[src/rtl/chip_pkg.sv]
// Shared ship-controller types and default tuning constants.
// Parameter defaults live here so every instantiation agrees on them.
package chip_pkg;

    typedef enum logic [2:0] {
        StWaitStart,
        StAlive,
        StExploding,
        StRespawn,
        StGameOver
    } ship_state_t;

    localparam int unsigned LivesInitDefault     = 3;
    localparam int unsigned FireCooldownDefault  = 16;
    localparam int unsigned ExplodeFramesDefault = 32;
    localparam int unsigned RespawnFramesDefault = 64;

    localparam int unsigned LivesWidth    = 3;
    localparam int unsigned CooldownWidth = 5;
    localparam int unsigned FrameCntWidth = 7;

    // Lives never wrap below zero.
    function automatic logic [LivesWidth-1:0] lives_after_hit(logic [LivesWidth-1:0] cur);
        return (cur == '0) ? '0 : cur - 3'd1;
    endfunction

endpackage

[src/rtl/vsync_tick.sv]
// Registered rising-edge detector on the raw v_sync level.
// frame_tick is a single-cycle pulse, one cycle after the registered edge is seen.
module vsync_tick (
    input  logic clk,
    input  logic rst,
    input  logic v_sync,
    output logic frame_tick
);

    logic vs_q;
    logic vs_prev_q;
    logic tick_q;

    always_ff @(posedge clk) begin
        if (rst) begin
            vs_q      <= 1'b0;
            vs_prev_q <= 1'b0;
            tick_q    <= 1'b0;
        end else begin
            vs_q      <= v_sync;
            vs_prev_q <= vs_q;
            tick_q    <= vs_q & ~vs_prev_q;
        end
    end

    assign frame_tick = tick_q;

endmodule

[src/rtl/ship_controller.sv]
// Player ship controller: game-state FSM, shot rate limiting, lives and
// explosion/respawn sequencing, all paced by the frame tick.
module ship_controller
    import chip_pkg::*;
#(
    parameter int unsigned LIVES_INIT     = LivesInitDefault,
    parameter int unsigned FIRE_COOLDOWN  = FireCooldownDefault,
    parameter int unsigned EXPLODE_FRAMES = ExplodeFramesDefault,
    parameter int unsigned RESPAWN_FRAMES = RespawnFramesDefault
) (
    input  logic       clk,
    input  logic       rst,
    input  logic       v_sync,
    input  logic       btn_left,
    input  logic       btn_right,
    input  logic       btn_fire,
    input  logic       btn_start,
    input  logic       bullet_active,
    input  logic       ship_hit,
    output logic       move_left,
    output logic       move_right,
    output logic       fire,
    output logic       respawn,
    output logic       ship_visible,
    output logic       exploding,
    output logic [1:0] explode_phase,
    output logic [2:0] lives,
    output logic       game_over
);

    localparam logic [LivesWidth-1:0]    LivesInit    = LivesWidth'(LIVES_INIT);
    localparam logic [CooldownWidth-1:0] CooldownLoad = CooldownWidth'(FIRE_COOLDOWN);
    // Counter holds ticks already spent, so the last tick is seen at N-1.
    localparam logic [FrameCntWidth-1:0] ExplodeLast  = FrameCntWidth'(EXPLODE_FRAMES - 1);
    localparam logic [FrameCntWidth-1:0] RespawnLast  = FrameCntWidth'(RESPAWN_FRAMES - 1);

    ship_state_t              state_q, state_d;
    logic [LivesWidth-1:0]    lives_q, lives_d;
    logic [CooldownWidth-1:0] cooldown_q, cooldown_d;
    logic [FrameCntWidth-1:0] frame_cnt_q, frame_cnt_d;

    logic frame_tick;
    logic fire_ok;
    logic start_game;
    logic respawn_done;

    vsync_tick u_vsync_tick (
        .clk        (clk),
        .rst        (rst),
        .v_sync     (v_sync),
        .frame_tick (frame_tick)
    );

    always_ff @(posedge clk) begin
        if (rst) begin
            state_q     <= StWaitStart;
            lives_q     <= LivesInit;
            cooldown_q  <= '0;
            frame_cnt_q <= '0;
        end else begin
            state_q     <= state_d;
            lives_q     <= lives_d;
            cooldown_q  <= cooldown_d;
            frame_cnt_q <= frame_cnt_d;
        end
    end

    always_comb begin
        state_d      = state_q;
        lives_d      = lives_q;
        cooldown_d   = cooldown_q;
        frame_cnt_d  = frame_cnt_q;
        start_game   = 1'b0;
        respawn_done = 1'b0;

        // A hit in the same cycle suppresses the shot.
        fire_ok = frame_tick && (state_q == StAlive) && btn_fire && !bullet_active &&
                  (cooldown_q == '0) && !ship_hit;

        if (fire_ok) begin
            cooldown_d = CooldownLoad;
        end else if (frame_tick && (cooldown_q != '0)) begin
            cooldown_d = cooldown_q - 5'd1;
        end

        unique case (state_q)
            StWaitStart, StGameOver: begin
                if (btn_start) begin
                    start_game  = 1'b1;
                    state_d     = StAlive;
                    lives_d     = LivesInit;
                    cooldown_d  = '0;
                    frame_cnt_d = '0;
                end
            end
            StAlive: begin
                if (ship_hit) begin
                    state_d     = StExploding;
                    lives_d     = lives_after_hit(lives_q);
                    frame_cnt_d = '0;
                end
            end
            StExploding: begin
                if (frame_tick) begin
                    if (frame_cnt_q == ExplodeLast) begin
                        state_d     = (lives_q == '0) ? StGameOver : StRespawn;
                        frame_cnt_d = '0;
                    end else begin
                        frame_cnt_d = frame_cnt_q + 7'd1;
                    end
                end
            end
            StRespawn: begin
                if (frame_tick) begin
                    if (frame_cnt_q == RespawnLast) begin
                        respawn_done = 1'b1;
                        state_d      = StAlive;
                        cooldown_d   = '0;
                        frame_cnt_d  = '0;
                    end else begin
                        frame_cnt_d = frame_cnt_q + 7'd1;
                    end
                end
            end
            default: begin
                state_d = StWaitStart;
            end
        endcase
    end

    // Pulses are gated by rst so a reset cycle never leaks a request downstream.
    assign fire          = fire_ok && !rst;
    assign respawn       = (start_game || respawn_done) && !rst;
    assign move_left     = (state_q == StAlive) && btn_left && !btn_right;
    assign move_right    = (state_q == StAlive) && btn_right && !btn_left;
    assign ship_visible  = (state_q == StAlive) || (state_q == StExploding);
    assign exploding     = (state_q == StExploding);
    assign explode_phase = exploding ? frame_cnt_q[4:3] : 2'b00;
    assign lives         = lives_q;
    assign game_over     = (state_q == StGameOver);

endmodule

[config.mk]
export PLATFORM = sky130hd
export DESIGN_NAME = ship_controller
export DESIGN_NICKNAME = d
export VERILOG_FILES = /design/src/rtl/chip_pkg.sv /design/src/rtl/vsync_tick.sv /design/src/rtl/ship_controller.sv
export SDC_FILE = /design/constraint.sdc
export NUM_CORES = 1
export LEC_CHECK = 0
export ABC_AREA = 1
export CAP_MARGIN = 20
export CORE_MARGIN = 2
export CORE_UTILIZATION = 40
export DETAILED_ROUTE_END_ITERATION = 6
export GPL_TIMING_DRIVEN = 1
export PLACE_DENSITY = 0.71
export RECOVER_POWER = 50
export SYNTH_ARGS = -nofsm -noshare
export SYNTH_HDL_FRONTEND = slang
export SYNTH_SLANG_ARGS = --single-unit
[constraint.sdc]
create_clock -name clk -period 1.3 [get_ports clk]
set_input_delay 0.13 -clock clk [delete_from_list [all_inputs] [get_ports clk]]
set_output_delay 0.13 -clock clk [all_outputs]
set_load 0.02 [all_outputs]
==> metrics.md, run 1 <==
| Metric | Value |
|---|---|
| DR vias | between 1000 and 1500 |
| Overall Power | around 0.0045 W |
| Power share of the sequential group | between 20% and 30% |
| Root buffer cell | clkbuf_4 |
| Final HPWL DP | 2270 µm |
| H-tree depth | 1 |
| Routability cong. | between 0.8 and 0.9 |
| Status | finished, violations left |
| Register area share after synthesis | about a third |
| Skew-Pair Late Insertion Delay | between 0.3 and 0.4 ns |
| Layout cell share with drive strength beyond 1 | between 50% and 60% |
| Seq cells post-synth | 21 |
| Congestion Overflow GR | 0 |
| Hold WC Path Type | input port to flop |
| First-pass GRT wire length | 6030 µm |
| Total GRT Usage | a little under a quarter |
| FP Rows | 20 |
| Slowest CP cell | dfxtp_4 |
| Clock Sinks | 21 |
| Synthesized area | roughly 0.0012 mm² |
| CP delay by family, top | simple AND/OR/NAND/NOR gates |
| CP peak stage delay | 0.38 ns |
| Failing checks | negative setup slack |
| Pin count of the biggest net entering global routing | 13 |
| CTS Hold Bufs | 0 |
| Die area | 0.00351 mm² |
| Final non-filler cell area | roughly 0.0022 mm² |
| TritonCTS clock tree | done |
| Worst Skew | 0.0122 ns |
| Syn nets | 200 |
| Final Hold Viols | 0 |
| Ant. Diodes | 0 |
| Place WS | -0.594 ns |
| FILL cells | 208 |
| VDD IR max | around 1.5 mV |
| Ys Warns | 0 |
| Max-cap viol count | 0 |
| Synth-to-Final Area Change | 81.4% |
| Drt first pass iters | 4 |
| DRT Wirelength | approximately 4100 µm |
| WP data required | 1.17 ns |
| Drt first-iter violations | 70 |
| Worst hold margin | around 0.34 ns |
| Int Pwr | 0.00245 W |
| Chip Width | 59.2 µm |
| Number of global-route vias before repair | between 1000 and 1500 |
| Remaining DRCs | 0 |
| Post-route antenna net violation count | 0 |
| Logic pwr share | between 70% and 80% |
| Placed cell areas | approximately 0.0018 mm² |
| Min Clock Period, post-route | between 1.5 and 2 ns |
| Crit Path Category | flop to output port |
| Clk buf depth | 2 |
| PD cells | approximately 2000 mW/mm² |
| RSZ-0062 raised after global routing | true |
| DR vias/cell | roughly 5 |
| Final Core Density | between 70% and 80% |
| Core Area | 0.00298 mm² |
| NetSw | just over 0.002 W |
| Avg WL per Cell | between 10 and 15 µm |
| Io pins | 21 |
| Synthesized instance count | between 150 and 200 |
| Avg Inst Size Synth | around 6.5 µm² |
| CP Capture Type | output port |
| Final net count | between 200 and 300 |
| Yosys cell types | 23 |
| Setup slack after layout | -0.422 ns |
| Antenna violations before repair | 0 |
| Crit path DAT | about 1.6 ns |
| Sw frac | 45.7% |
| Pleak | a little over 1 nW |
| # setup viols final | 26 |
| Final worst-path cycle share | 132% |
| CP cell instances | ha_4, nand2_4, nor2_4, nand2_2, o21ai_2, nand3_2, nor2_4, buf_6 |
| Initial Util | roughly two fifths |
| Area of the multi-input gates | roughly 940 µm² |
| Crit path buf inv count | 1 |
| IO buf count | 20 |
| CP most frequent cell | nor2_4 |
| Die H | a little under 60 µm |
| Startpoint Class | flop |
| Clock power share | 7.2% |
| Clk pin slew, worst setup/hold paths | roughly 0.13 ns |
| Relative slew slack | 72.5% |
| CTS buffer count | 3 |
| Max Freq | around 580 MHz |
| Register area | about 440 µm² |
| Tightest Pin Transition | around 0.41 ns |
| Slew Limit Fails | 0 |
| Maximum fanout along the worst path | 2 |
==> area by class of cell <==
class | count | area share (%)
Tap cell | 33 | 1.87
Sequential cell | 21 | 19.7
Multi-Input combinational cell | 136 | 42.3
Clock inverter | 1 | 0.226
Timing Repair Buffer | 74 | 29.6
Clock buffer | 3 | 1.02
Inverter | 30 | 5.31
==> path summary, 6_finish.rpt <==
check,slack (ns),start,endpoint,cells past startpoint
worst max register to register,-0.27,frame_cnt_q[0],cooldown_q[1],10
worst max-delay path,-0.42,frame_cnt_q[0],respawn,8
worst min-delay path,0.34,v_sync,u_vsync_tick.vs_q,3
worst min register to register,0.39,u_vsync_tick.vs_prev_q,u_vsync_tick.frame_tick,1
==> logic make-up after synthesis <==
logic type      Yosys count  share of synthesized area (%)
flops                    21                           34.5
buf+inv                  32                           10.5
compound gates           19                           8.41
simple gates            111                           41.7
xor+xnor                  4                           2.87
fa+ha+maj                 2                           2.05
==> synth_stat cells <==
cell type  number  area, µm²
nand2_1        50        188
nor2_1         30        113
inv_1          27        101
dfxtp_1        21        420
nand3_1        14       70.1
a21oi_1        10       50.1
nor3_1          4       20.0
o21ai_0         4       20.0
inv_2           3       11.3
nand2_4         3       33.8
nor2_2          3       18.8
o21ai_1         3       15.0
ha_1            2       25.0
nand3_2         2       20.0
nand4_1         2       12.5
o21ai_2         2       17.5
xnor2_1         2       17.5
xor2_1          2       17.5
buf_6           1       11.3
clkbuf_1        1       3.75
nand2_2         1       6.26
nor2_4          1       11.3
nor3_4          1       16.3
==> tightest hold or removal path, cell delays in order <==
cell	delay, ns
clkdlybuf4s50_1	0.40
inv_1	0.05
nor2_1	0.03
==> power groups by stage <==
stage	sequential (W)	clock [W]	combinational, W
floorplan	0.000943	0	0.00121
global placement	0.000881	0	0.00212
detailed placement	0.000891	0	0.00212
CTS	0.000893	0.000335	0.00288
global route	0.000926	0.000359	0.00349
finish	0.000905	0.000322	0.00328
==> routing by layer <==
metal	wire length [µm]	vias up	part of all wire, %	global-route usage, %
met3	205	13	5.0	4.15
met5	0	-	0	0
met1	1800	684	44	29.9
li1	-	744	-	-
met4	145	0	3.5	7.79
met2	1930	48	47	38.5
==> sequential cells by signal, indices dropped and copies added, names as in the netlist <==
name / flops
u_vsync_tick.frame_tick: 1
state_q: 3
u_vsync_tick.vs_q: 1
frame_cnt_q: 7
u_vsync_tick.vs_prev_q: 1
cooldown_q: 5
lives: 3
==> placed cells by master, fill, tap and decap left out, types with 3 or more instances in the layout <==
cell type / netlist / final
o21ai_1: 3 / 4
dfxtp_1: 21 / 14
dlygate4sd2_1: 0 / 3
nand2_1: 50 / 34
o21ai_2: 2 / 3
buf_6: 1 / 20
nor2_2: 3 / 3
inv_2: 3 / 9
nand2_2: 1 / 10
nand2_4: 3 / 9
dfxtp_2: 0 / 4
nor2_4: 1 / 8
nand3_2: 2 / 7
a21oi_2: 0 / 4
dfxtp_4: 0 / 3
nand3_1: 14 / 8
a21oi_1: 10 / 5
nor2_1: 30 / 23
inv_1: 27 / 19
clkdlybuf4s50_1: 0 / 8
buf_4: 0 / 43
clkbuf_4: 0 / 3
==> per-stage QoR <==
step | instances | TNS, ns
after global placement | 281 | -5.54
final | 298 | -4.76
after CTS | 295 | -4.20
after detailed placement | 281 | -6.04
after global routing | 298 | -6.72
after floorplan | 189 | -0.598
==> repair_timing <==
action | in CTS | in global routing
pin swaps | 25 | 20
endpoints found under the setup margin | 30 | 27
gates cloned | 1 | 0
hold endpoints to repair | 0 | 0
buffers inserted | 10 | 5
resized for setup | 116 | 24
(Power assumes the default switching activity.)
==> inputs of run 2 (changes only) <==
--- a/config.mk
+++ b/config.mk
@@ -9,6 +9,7 @@
 export CAP_MARGIN = 20
 export CORE_MARGIN = 2
 export CORE_UTILIZATION = 40
+export CTS_BUF_LIST = sky130_fd_sc_hd__clkbuf_16
 export DETAILED_ROUTE_END_ITERATION = 6
 export GPL_TIMING_DRIVEN = 1
 export PLACE_DENSITY = 0.71
==> run 2 against run 1 <==
Compared with the run above:
- sequential share of layout area shrank 1.6 points
- die area is the same
- global-route usage grew 4.1 points
- critical path type unchanged
- utilization grew 6.7 points
- clock-buffer cell count is the same
- combinational power grew 9.5%
- non-clock buffer count grew 13
- sequential cell count is the same
- the run still ends with negative setup slack left
- critical endpoint unchanged
- clock power grew 110%
==> metrics.md, run 2 (same netlist as run 1, synthesis figures left out) <==
| Metric | Value |
|---|---|
| CTS buffer count | 3 (unchanged) |
| Io pins | 21 (unchanged) |
| Chip Width | 59.2 µm (unchanged) |
| Drt first pass iters | 4 (unchanged) |
| Drt first-iter violations | 62 (was 70) |
| Logic pwr share | 69.2% (was 72.8%) |
| Routability cong. | 0.807 (unchanged) |
| WP depth | 8 (unchanged) |
| Slowest CP cell | dfxtp_4 (unchanged) |
| FILL cells | 151 (was 208) |
| Register area | 437 µm² (unchanged) |
| Remaining DRCs | 0 (unchanged) |
| Register with the most flip-flops | frame_cnt_q (unchanged) |
| Max Freq | 586 MHz (was 581 MHz) |
| CP Capture Type | output port (unchanged) |
| Root buffer cell | clkbuf_16 (was clkbuf_4) |
| RR Endpoint | cooldown_q[2] (was cooldown_q[1]) |
| Die H | 59.2 µm (unchanged) |
| Min Clock Period, post-route | 1.71 ns (was 1.72 ns) |
| Core Area | 0.00298 mm² (unchanged) |
| Reg2Reg Depth | 10 (unchanged) |
| Final HPWL DP | 2270 µm (unchanged) |
| Startpoint Class | flop (unchanged) |
| Crit path buf inv count | 1 (unchanged) |
| Skew-Pair Late Insertion Delay | 0.26 ns (was 0.31 ns) |
| Congestion Overflow GR | 0 (unchanged) |
| Number of flip-flops in the largest register | 7 (unchanged) |
| Layout cell share with drive strength beyond 1 | 57.6% (was 52.5%) |
| First-pass GRT wire length | 7070 µm (was 6030 µm) |
| R2R Path Start | frame_cnt_q[0] (unchanged) |
| Status | finished, violations left (unchanged) |
| Critical Path End | respawn (unchanged) |
| Number of global-route vias before repair | 1561 (was 1343) |
| Slew Limit Fails | 0 (unchanged) |
| Hold WC Path Type | flop to flop (was input port to flop) |
| DR vias/cell | 5.33 (was 5.00) |
| CP peak stage delay | 0.36 ns (was 0.38 ns) |
| RSZ-0062 raised after global routing | true (unchanged) |
| Clk buf depth | 2 (unchanged) |
| Setup slack after layout | -0.406 ns (was -0.422 ns) |
| Sw frac | 44.2% (was 45.7%) |
| Final Hold Viols | 0 (unchanged) |
| CTS Hold Bufs | 0 (unchanged) |
| NetSw | 0.00230 W (was 0.00206 W) |
| Antenna violations before repair | 0 (unchanged) |
| H-tree depth | 1 (unchanged) |
| Ant. Diodes | 0 (unchanged) |
| Maximum fanout along the worst path | 2 (unchanged) |
| Worst Skew | 0.00980 ns (was 0.0122 ns) |
| Commonest non-fill, non-tap cells in the layout | 58 x buf_4, 29 x nand2_1, 21 x nor2_1 (was 43 x buf_4, 34 x nand2_1, 23 x nor2_1) |
| Crit. Startpoint | frame_cnt_q[0] (unchanged) |
| Post-route antenna net violation count | 0 (unchanged) |
| Die area | 0.00351 mm² (unchanged) |
| Final non-filler cell area | 0.00241 mm² (was 0.00221 mm²) |
| Total GRT Usage | 27.2% (was 23.1%) |
| Tightest Pin Transition | 0.445 ns (was 0.412 ns) |
| Failing checks | negative setup slack (unchanged) |
| FP Rows | 20 (unchanged) |
| Crit path DAT | 1.58 ns (was 1.59 ns) |
| Top flop regs | frame_cnt_q (7), cooldown_q (5) (unchanged) |
| VDD IR max | 1.59 mV (was 1.47 mV) |
| PD cells | 2150 mW/mm² (was 2040 mW/mm²) |
| Area of the multi-input gates | 975 µm² (was 936 µm²) |
| Overall Power | 0.00519 W (was 0.00451 W) |
| Synth-to-Final Area Change | 97.7% (was 81.4%) |
| Avg WL per Cell | 17.1 µm (was 13.7 µm) |
| Pleak | 1.16 nW (was 1.03 nW) |
| DR vias | 1658 (was 1489) |
| Crit Path Category | flop to output port (unchanged) |
| Max-cap viol count | 0 (unchanged) |
| Placed insts | 281 (unchanged) |
| Clock Sinks | 21 (unchanged) |
| TritonCTS clock tree | done (unchanged) |
| Reg2reg setup slack | -0.31 ns (was -0.27 ns) |
| Clock power share | 13.0% (was 7.2%) |
| IO buf count | 20 (unchanged) |
| CP delay by family, top | simple AND/OR/NAND/NOR gates (unchanged) |
| Placed cell areas | 0.00181 mm² (unchanged) |
| Initial Util | 41.0% (unchanged) |
| Pin count of the biggest net entering global routing | 13 (unchanged) |
| Final worst-path cycle share | 131% (was 132%) |
| Clk pin slew, worst setup/hold paths | 0.07 ns (was 0.13 ns) |
| DRT Wirelength | 5300 µm (was 4090 µm) |
| WP data required | 1.17 ns (about the same) |
| Power share of the sequential group | 17.8% (was 20.1%) |
| Commonest non-fill, non-tap cell in the layout | buf_4 (unchanged) |
| CP cell instances | ha_4, nand2_4, nor2_4, nand2_2, o21ai_2, nand3_2, nor2_4, buf_6 (unchanged) |
| Final net count | 290 (was 277) |
| Int Pwr | 0.00289 W (was 0.00245 W) |
| Non-Filler Instances | 311 (was 298) |
| Relative slew slack | 70.3% (was 72.5%) |
| # setup viols final | 26 (unchanged) |
| CP most frequent cell | nor2_4 (unchanged) |
| Setup TNS Final | -5.52 ns (was -4.76 ns) |
[run 2: cell types whose count changed in the layout (fill, tap and decap cells not counted), sizes merged]
cell / change
buf: +13
[run 2: how the worst min path moves through the flow]
stage	depth (start not counted)	start	end	slack (ns)
floorplan	2	v_sync	u_vsync_tick.vs_q	0.24
global placement	1	u_vsync_tick.vs_prev_q	u_vsync_tick.frame_tick	0.38
detailed placement	1	u_vsync_tick.vs_prev_q	u_vsync_tick.frame_tick	0.38
CTS	1	u_vsync_tick.vs_prev_q	u_vsync_tick.frame_tick	0.39
global route	1	u_vsync_tick.vs_prev_q	u_vsync_tick.frame_tick	0.41
finish	1	u_vsync_tick.vs_prev_q	u_vsync_tick.frame_tick	0.39
[run 2: area by class of cell]
type / instances / share of cell area (%)
Timing Repair Buffer: 87 / 31.4
Clock inverter: 1 / 0.207
Sequential cell: 21 / 18.1
Multi-Input combinational cell: 136 / 40.4
Clock buffer: 3 / 3.11
Inverter: 30 / 5.08
Tap cell: 33 / 1.71
[run 2: power groups by stage]
stage | combinational, W | clock [W] | sequential [W]
2_1_floorplan | 0.00121 | 0 | 0.000943
4_1_cts | 0.00304 | 0.000664 | 0.000894
5_1_grt | 0.00372 | 0.000688 | 0.000934
6_report | 0.00359 | 0.000674 | 0.000925
3_5_place_dp | 0.00212 | 0 | 0.000891
3_3_place_gp | 0.00212 | 0 | 0.000881
[run 2: what timing repair did]
item / CTS / global route
gates cloned: 1 / 0
pin swaps: 27 / 23
setup buffers: 17 / 13
setup endpoints to repair: 30 / 27
gates resized for setup: 120 / 33
[run 2: worst register-to-register path: cells and delay by family, from the launching register on]
kind	cells	cell delay, ns
DFF	1	0.36
adders and majority gates	1	0.15
and+or+nand+nor	6	0.51
AOI/OAI and AO/OA	1	0.21
buffers and inverters	2	0.27
[run 2: routing by layer]
metal	part of all wire, %	GRT usage (%)	up-vias
li1	-	-	773
met1	38	31.8	776
met2	50	47.1	84
met3	6.9	4.37	25
met4	4.6	14.6	0
met5	0	0	-
[run 2: stage by stage]
step	worst slack (ns)	hold WS, ns	utilization (%)
finish	-0.406	0.389	81.0
global route	-0.455	0.406	81.0
CTS	-0.319	0.385	75.0
detailed placement	-0.594	0.378	60.8
global placement	-0.580	0.378	60.8
floorplan	-0.131	0.237	-
